==> src/rtl/instruction_fetch_unit.sv <==
// instruction_fetch_unit: fetches words from RAM into ir for the decoder.
// Four-state FSM (IDLE/ADDR/READ/HOLD) with halt/branch redirect.
//
// Ports:
//   clk, rst_n          clock, synchronous active-low reset
//   start, halt         begin fetching from pc / return to IDLE
//   branch_valid/target redirect fetch to a new address
//   ir_ready            decoder accepts the held instruction
//   ir_valid, ir, pc    fetched instruction, its address
//   ram_*               RAM address, latch strobe, write, read enable, data
//   busy                high whenever not IDLE
module instruction_fetch_unit #(
  parameter int SIZE     = 16,
  parameter int MAR_SIZE = 8,
  parameter logic [MAR_SIZE-1:0] RESET_PC = '0
) (
  input  logic                clk,
  input  logic                rst_n,
  input  logic                start,
  input  logic                halt,
  input  logic                branch_valid,
  input  logic [MAR_SIZE-1:0] branch_target,
  input  logic                ir_ready,
  output logic                ir_valid,
  output logic [SIZE-1:0]     ir,
  output logic [MAR_SIZE-1:0] pc,
  output logic [MAR_SIZE-1:0] ram_address,
  output logic                ram_set_address,
  output logic                ram_set,
  output logic                ram_enable,
  input  logic [SIZE-1:0]     ram_data_out,
  output logic                busy
);

  typedef enum logic [1:0] {
    IDLE,
    ADDR,
    READ,
    HOLD
  } state_t;

  state_t state;
  state_t state_nxt;
  logic   accept;

  assign accept = (state == HOLD) && ir_valid && ir_ready;

  always_ff @(posedge clk) begin
    if (!rst_n) begin
      state <= IDLE;
    end else begin
      state <= state_nxt;
    end
  end

  always_comb begin
    state_nxt = state;
    if (halt) begin
      state_nxt = IDLE;
    end else if (branch_valid) begin
      // From IDLE a branch only moves pc unless start comes with it.
      if (state == IDLE && !start) begin
        state_nxt = IDLE;
      end else begin
        state_nxt = ADDR;
      end
    end else begin
      unique case (state)
        IDLE: if (start) state_nxt = ADDR;
        ADDR: state_nxt = READ;
        READ: state_nxt = HOLD;
        HOLD: if (accept) state_nxt = ADDR;
        default: state_nxt = IDLE;
      endcase
    end
  end

  always_ff @(posedge clk) begin
    if (!rst_n) begin
      pc       <= RESET_PC;
      ir       <= '0;
      ir_valid <= 1'b0;
    end else if (halt) begin
      ir_valid <= 1'b0;
    end else if (branch_valid) begin
      pc       <= branch_target;
      ir_valid <= 1'b0;
    end else if (state == READ) begin
      ir       <= ram_data_out;
      ir_valid <= 1'b1;
    end else if (accept) begin
      pc       <= pc + MAR_SIZE'(1);
      ir_valid <= 1'b0;
    end
  end

  assign ram_address     = pc;
  assign ram_set_address = (state == ADDR);
  assign ram_enable      = (state == READ);
  assign ram_set         = 1'b0;
  assign busy            = (state != IDLE);

endmodule
==> config.mk <==
export PLATFORM = sky130hd
export DESIGN_NAME = instruction_fetch_unit
export DESIGN_NICKNAME = d
export VERILOG_FILES = /design/src/rtl/instruction_fetch_unit.sv
export SDC_FILE = /design/constraint.sdc
export NUM_CORES = 1
export LEC_CHECK = 0
export ABC_AREA = 1
export CAP_MARGIN = 20
export CORE_ASPECT_RATIO = 1.5
export CORE_MARGIN = 2
export CORE_UTILIZATION = 25
export DETAILED_ROUTE_END_ITERATION = 8
export SETUP_SLACK_MARGIN = 0.15
export SYNTH_ARGS = -nofsm -noshare
export SYNTH_HDL_FRONTEND = slang
export SYNTH_SLANG_ARGS = --single-unit
==> constraint.sdc <==
create_clock -name clk -period 2.23 [get_ports clk]
set_input_delay 0.5575 -clock clk [delete_from_list [all_inputs] [get_ports clk]]
set_output_delay 0.5575 -clock clk [all_outputs]
set_load 0.02 [all_outputs]
==> flow_metrics.tcl <==
set metrics [dict create \
    top_cells_by_area_in_the_synthesized_netlist "sky130_fd_sc_hd__dfxtp_1, sky130_fd_sc_hd__nor2_1, sky130_fd_sc_hd__o21ai_0" \
    cts_setup_buffers 0 \
    crit_path_start_kind "register" \
    cts_tree "built" \
    rsz0062_at_grt "false" \
    layout.cell_area.non_filler_sq_mm 0.00208 \
    synth-main-ff-cell "sky130_fd_sc_hd__dfxtp_1" \
    placed_area_sq_mm 0.00203 \
    synth-warning-count 0 \
    synth_simple_gate_area_share_pct 28.0 \
    routed_wirelength_mm 3.61 \
    fraction_of_synthesized_area_in_multiplexers_pct 0 \
    gr-total-overflow 0 \
    synth_area_in_adders_pct 5.48 \
    synthToLayoutAreaGrowth_pct 51.9 \
    path_clk_slew_ns 0.09 \
    clock_insertion_delay_worst_skew_ns 0.28 \
    final_layout_size_suffix_gt1_share_pct 6.72 \
    grt_start_max_net_pins 18 \
    vias_per_cell 4.25 \
    tritoncts.num_buffers 3 \
    yosys_cell_types 26 \
    die-area_sq_mm 0.00610 \
    ys_seq_elements 27 \
    grt_pass1_vias 1228 \
    postSynthNetCount 231 \
    hpwl_mm 2.72 \
    synth_edf_count 0 \
    drtIter0Drc 58 \
    width_of_the_die_um 64.4 \
    floorplan.io_pins 67 \
    clkSinkCount 27 \
    fillers 595 \
    critical_path_peak_fanout 4 \
    placement_rows 33 \
    clock_tree.htree_level_count 1 \
    die_h_um 94.7 \
    coreArea_sq_mm 0.00537 \
    clockRootBuffer "sky130_fd_sc_hd__clkbuf_8" \
    detailedRoute.firstPassIterationCount 4 \
    yosysTopAreaCellShare_pct 39.5 \
    max_cap_viol_count 0 \
    globalRouteTotalUtil_pct 11.7 \
    initial_core_utilization_pct 25.5 \
    final.hold.worst_slack_ns 0.483 \
    synthArstFlopShare_pct 0 \
    path_class_of_the_lowest_slack_min_delay_path "reg -> reg" \
    synth-xor-area-share_pct 0 \
    final_period_demand_of_the_worst_path_ns 1.94 \
    syn_avg_cell_area_sq_um 7.03 \
    post_synth_instance_area_sq_mm 0.00137 \
    detail_routed_net_length_per_standard_cell_um 11.2 \
    critical_path_class "reg -> out" \
    final-setup-viol-count 0 \
    clock_path_buffers 2 \
    timing.final.hold_violations 0 \
    finish.net_count 290 \
    run_status "finished, final reports clean" \
    synth-compound-area-share_pct 15.5 \
    ff2ff_setup_slack_ns 0.72 \
    vias 1372 \
    worstSetupEndpointType "output pin" \
    grt_first_pass_wirelength_mm 5.64 \
    max-vdd-ir-drop_uv 288 \
    fmax_mhz 514 \
    antenna_cell_count 0 \
    power-per-cell-area_mw_per_mm2 477 \
    io_buffers 65 \
    cp_data_arrival_time_ns 1.39 \
    place.gp.congestion 0.804 \
    combinational_family_with_the_most_area_after_synthesis "simple AND/OR/NAND/NOR gates" \
    timing.critical_path.required_ns 1.67 \
    synth_seq_area_share_pct 39.5 \
    cellLeakagePower_nw 0.857 \
    postRouteAntennaNets 0 \
    initial_antenna_violation_count 0 \
    drc_errors 0 \
    syn_inst 195 \
    fin_setup_tns_ns 0 \
    synth.most_common_cell "sky130_fd_sc_hd__nor2_1" \
    layout_worst_path_cycle_share_pct 87.2 \
    final.setup_skew_ns 0.00564 \
    synth_commonest_cells "sky130_fd_sc_hd__nor2_1, sky130_fd_sc_hd__nand2_1, sky130_fd_sc_hd__dfxtp_1" \
    synth_top_cell_by_area "sky130_fd_sc_hd__dfxtp_1" \
    slew_viol_final 0 \
]
==> per-layer routing <==
metal / wire length, um / vias to the layer above / GRT usage (%)
li1: - / 725 / -
met1: 1530 / 612 / 13.9
met2: 1900 / 33 / 20.6
met3: 136 / 2 / 1.55
met4: 48 / 0 / 5.85
met5: 0 / - / 0
==> flip-flops by register name (all words and copies together), names as in the netlist <==
register,cells
ir,16
pc,8
state,2
ir_valid,1
==> per-stage QoR <==
| stage | worst slack (ns) | total power, mW | instances | util (%) |
|---|---|---|---|---|
| detailed placement | 0.302 | 0.722 | 319 | 37.9 |
| CTS | 0.164 | 1.02 | 323 | 38.7 |
| global placement | 0.302 | 0.721 | 319 | 37.9 |
| finish | 0.286 | 0.993 | 323 | 38.8 |
| floorplan | 0.754 | 0.621 | 195 | - |
| global route | 0.210 | 1.06 | 323 | 38.8 |
==> where the power goes <==
| group | total, mW | internal, mW | switching, mW |
|---|---|---|---|
| combinational | 0.199 | 0.105 | 0.0934 |
| sequential | 0.509 | 0.495 | 0.0143 |
| clock | 0.286 | 0.125 | 0.160 |
| total | 0.993 | 0.725 | 0.268 |
==> cells in the final DEF (no fill, tap or decap), types with 2 or more instances in the layout <==
cell type	n
sky130_fd_sc_hd__nand3_1	7
sky130_fd_sc_hd__buf_4	4
sky130_fd_sc_hd__o21ai_0	24
sky130_fd_sc_hd__ha_1	6
sky130_fd_sc_hd__nor2_1	50
sky130_fd_sc_hd__a21oi_1	8
sky130_fd_sc_hd__clkbuf_8	3
sky130_fd_sc_hd__o21ai_1	3
sky130_fd_sc_hd__nand2_1	32
sky130_fd_sc_hd__dlygate4sd2_1	2
sky130_fd_sc_hd__clkdlybuf4s50_1	62
sky130_fd_sc_hd__inv_1	10
sky130_fd_sc_hd__clkinv_2	2
sky130_fd_sc_hd__dfxtp_1	27
sky130_fd_sc_hd__inv_2	2
==> path summary, 6_finish.rpt <==
| kind | startpoint | to | depth (start not counted) |
|---|---|---|---|
| max | state[0]$_SDFFE_PP0P_ | ram_enable | 3 |
| min | pc[4]$_SDFFE_PN0P_ | pc[4]$_SDFFE_PN0P_ | 2 |
| max reg2reg | state[0]$_SDFFE_PP0P_ | pc[5]$_SDFFE_PN0P_ | 8 |
| min reg2reg | pc[4]$_SDFFE_PN0P_ | pc[4]$_SDFFE_PN0P_ | 2 |
==> repair_timing <==
item | 4_1_cts | 5_1_grt
setup endpoints to repair | 2 | 1
gates cloned | 0 | 0
hold buffers | 0 | 0
resized for setup | 2 | 1
==> critical path, cell delays in order (launching register included) <==
cell and delay, ns:
sky130_fd_sc_hd__dfxtp_1 0.39, sky130_fd_sc_hd__inv_1 0.09, sky130_fd_sc_hd__ha_1 0.28, sky130_fd_sc_hd__dlygate4sd2_1 0.35
==> cell type report <==
cell class                      instances  area, sq um  share of cell area [%]
Clock inverter                          1         5.00                   0.241
Inverter                               13         50.0                    2.41
Clock buffer                            3         41.3                    1.98
Sequential cell                        27          541                    26.0
Timing Repair Buffer                   69          681                    32.7
Tap cell                               70         87.6                    4.21
Multi-Input combinational cell        140          676                    32.5
==> logic make-up after synthesis <==
| logic type | after synthesis |
|---|---|
| compound gates | 39 |
| fa+ha+maj | 6 |
| buf+inv | 28 |
| flops | 27 |
| other cells | 1 |
| simple gates | 94 |
(Power assumes the default switching activity.)
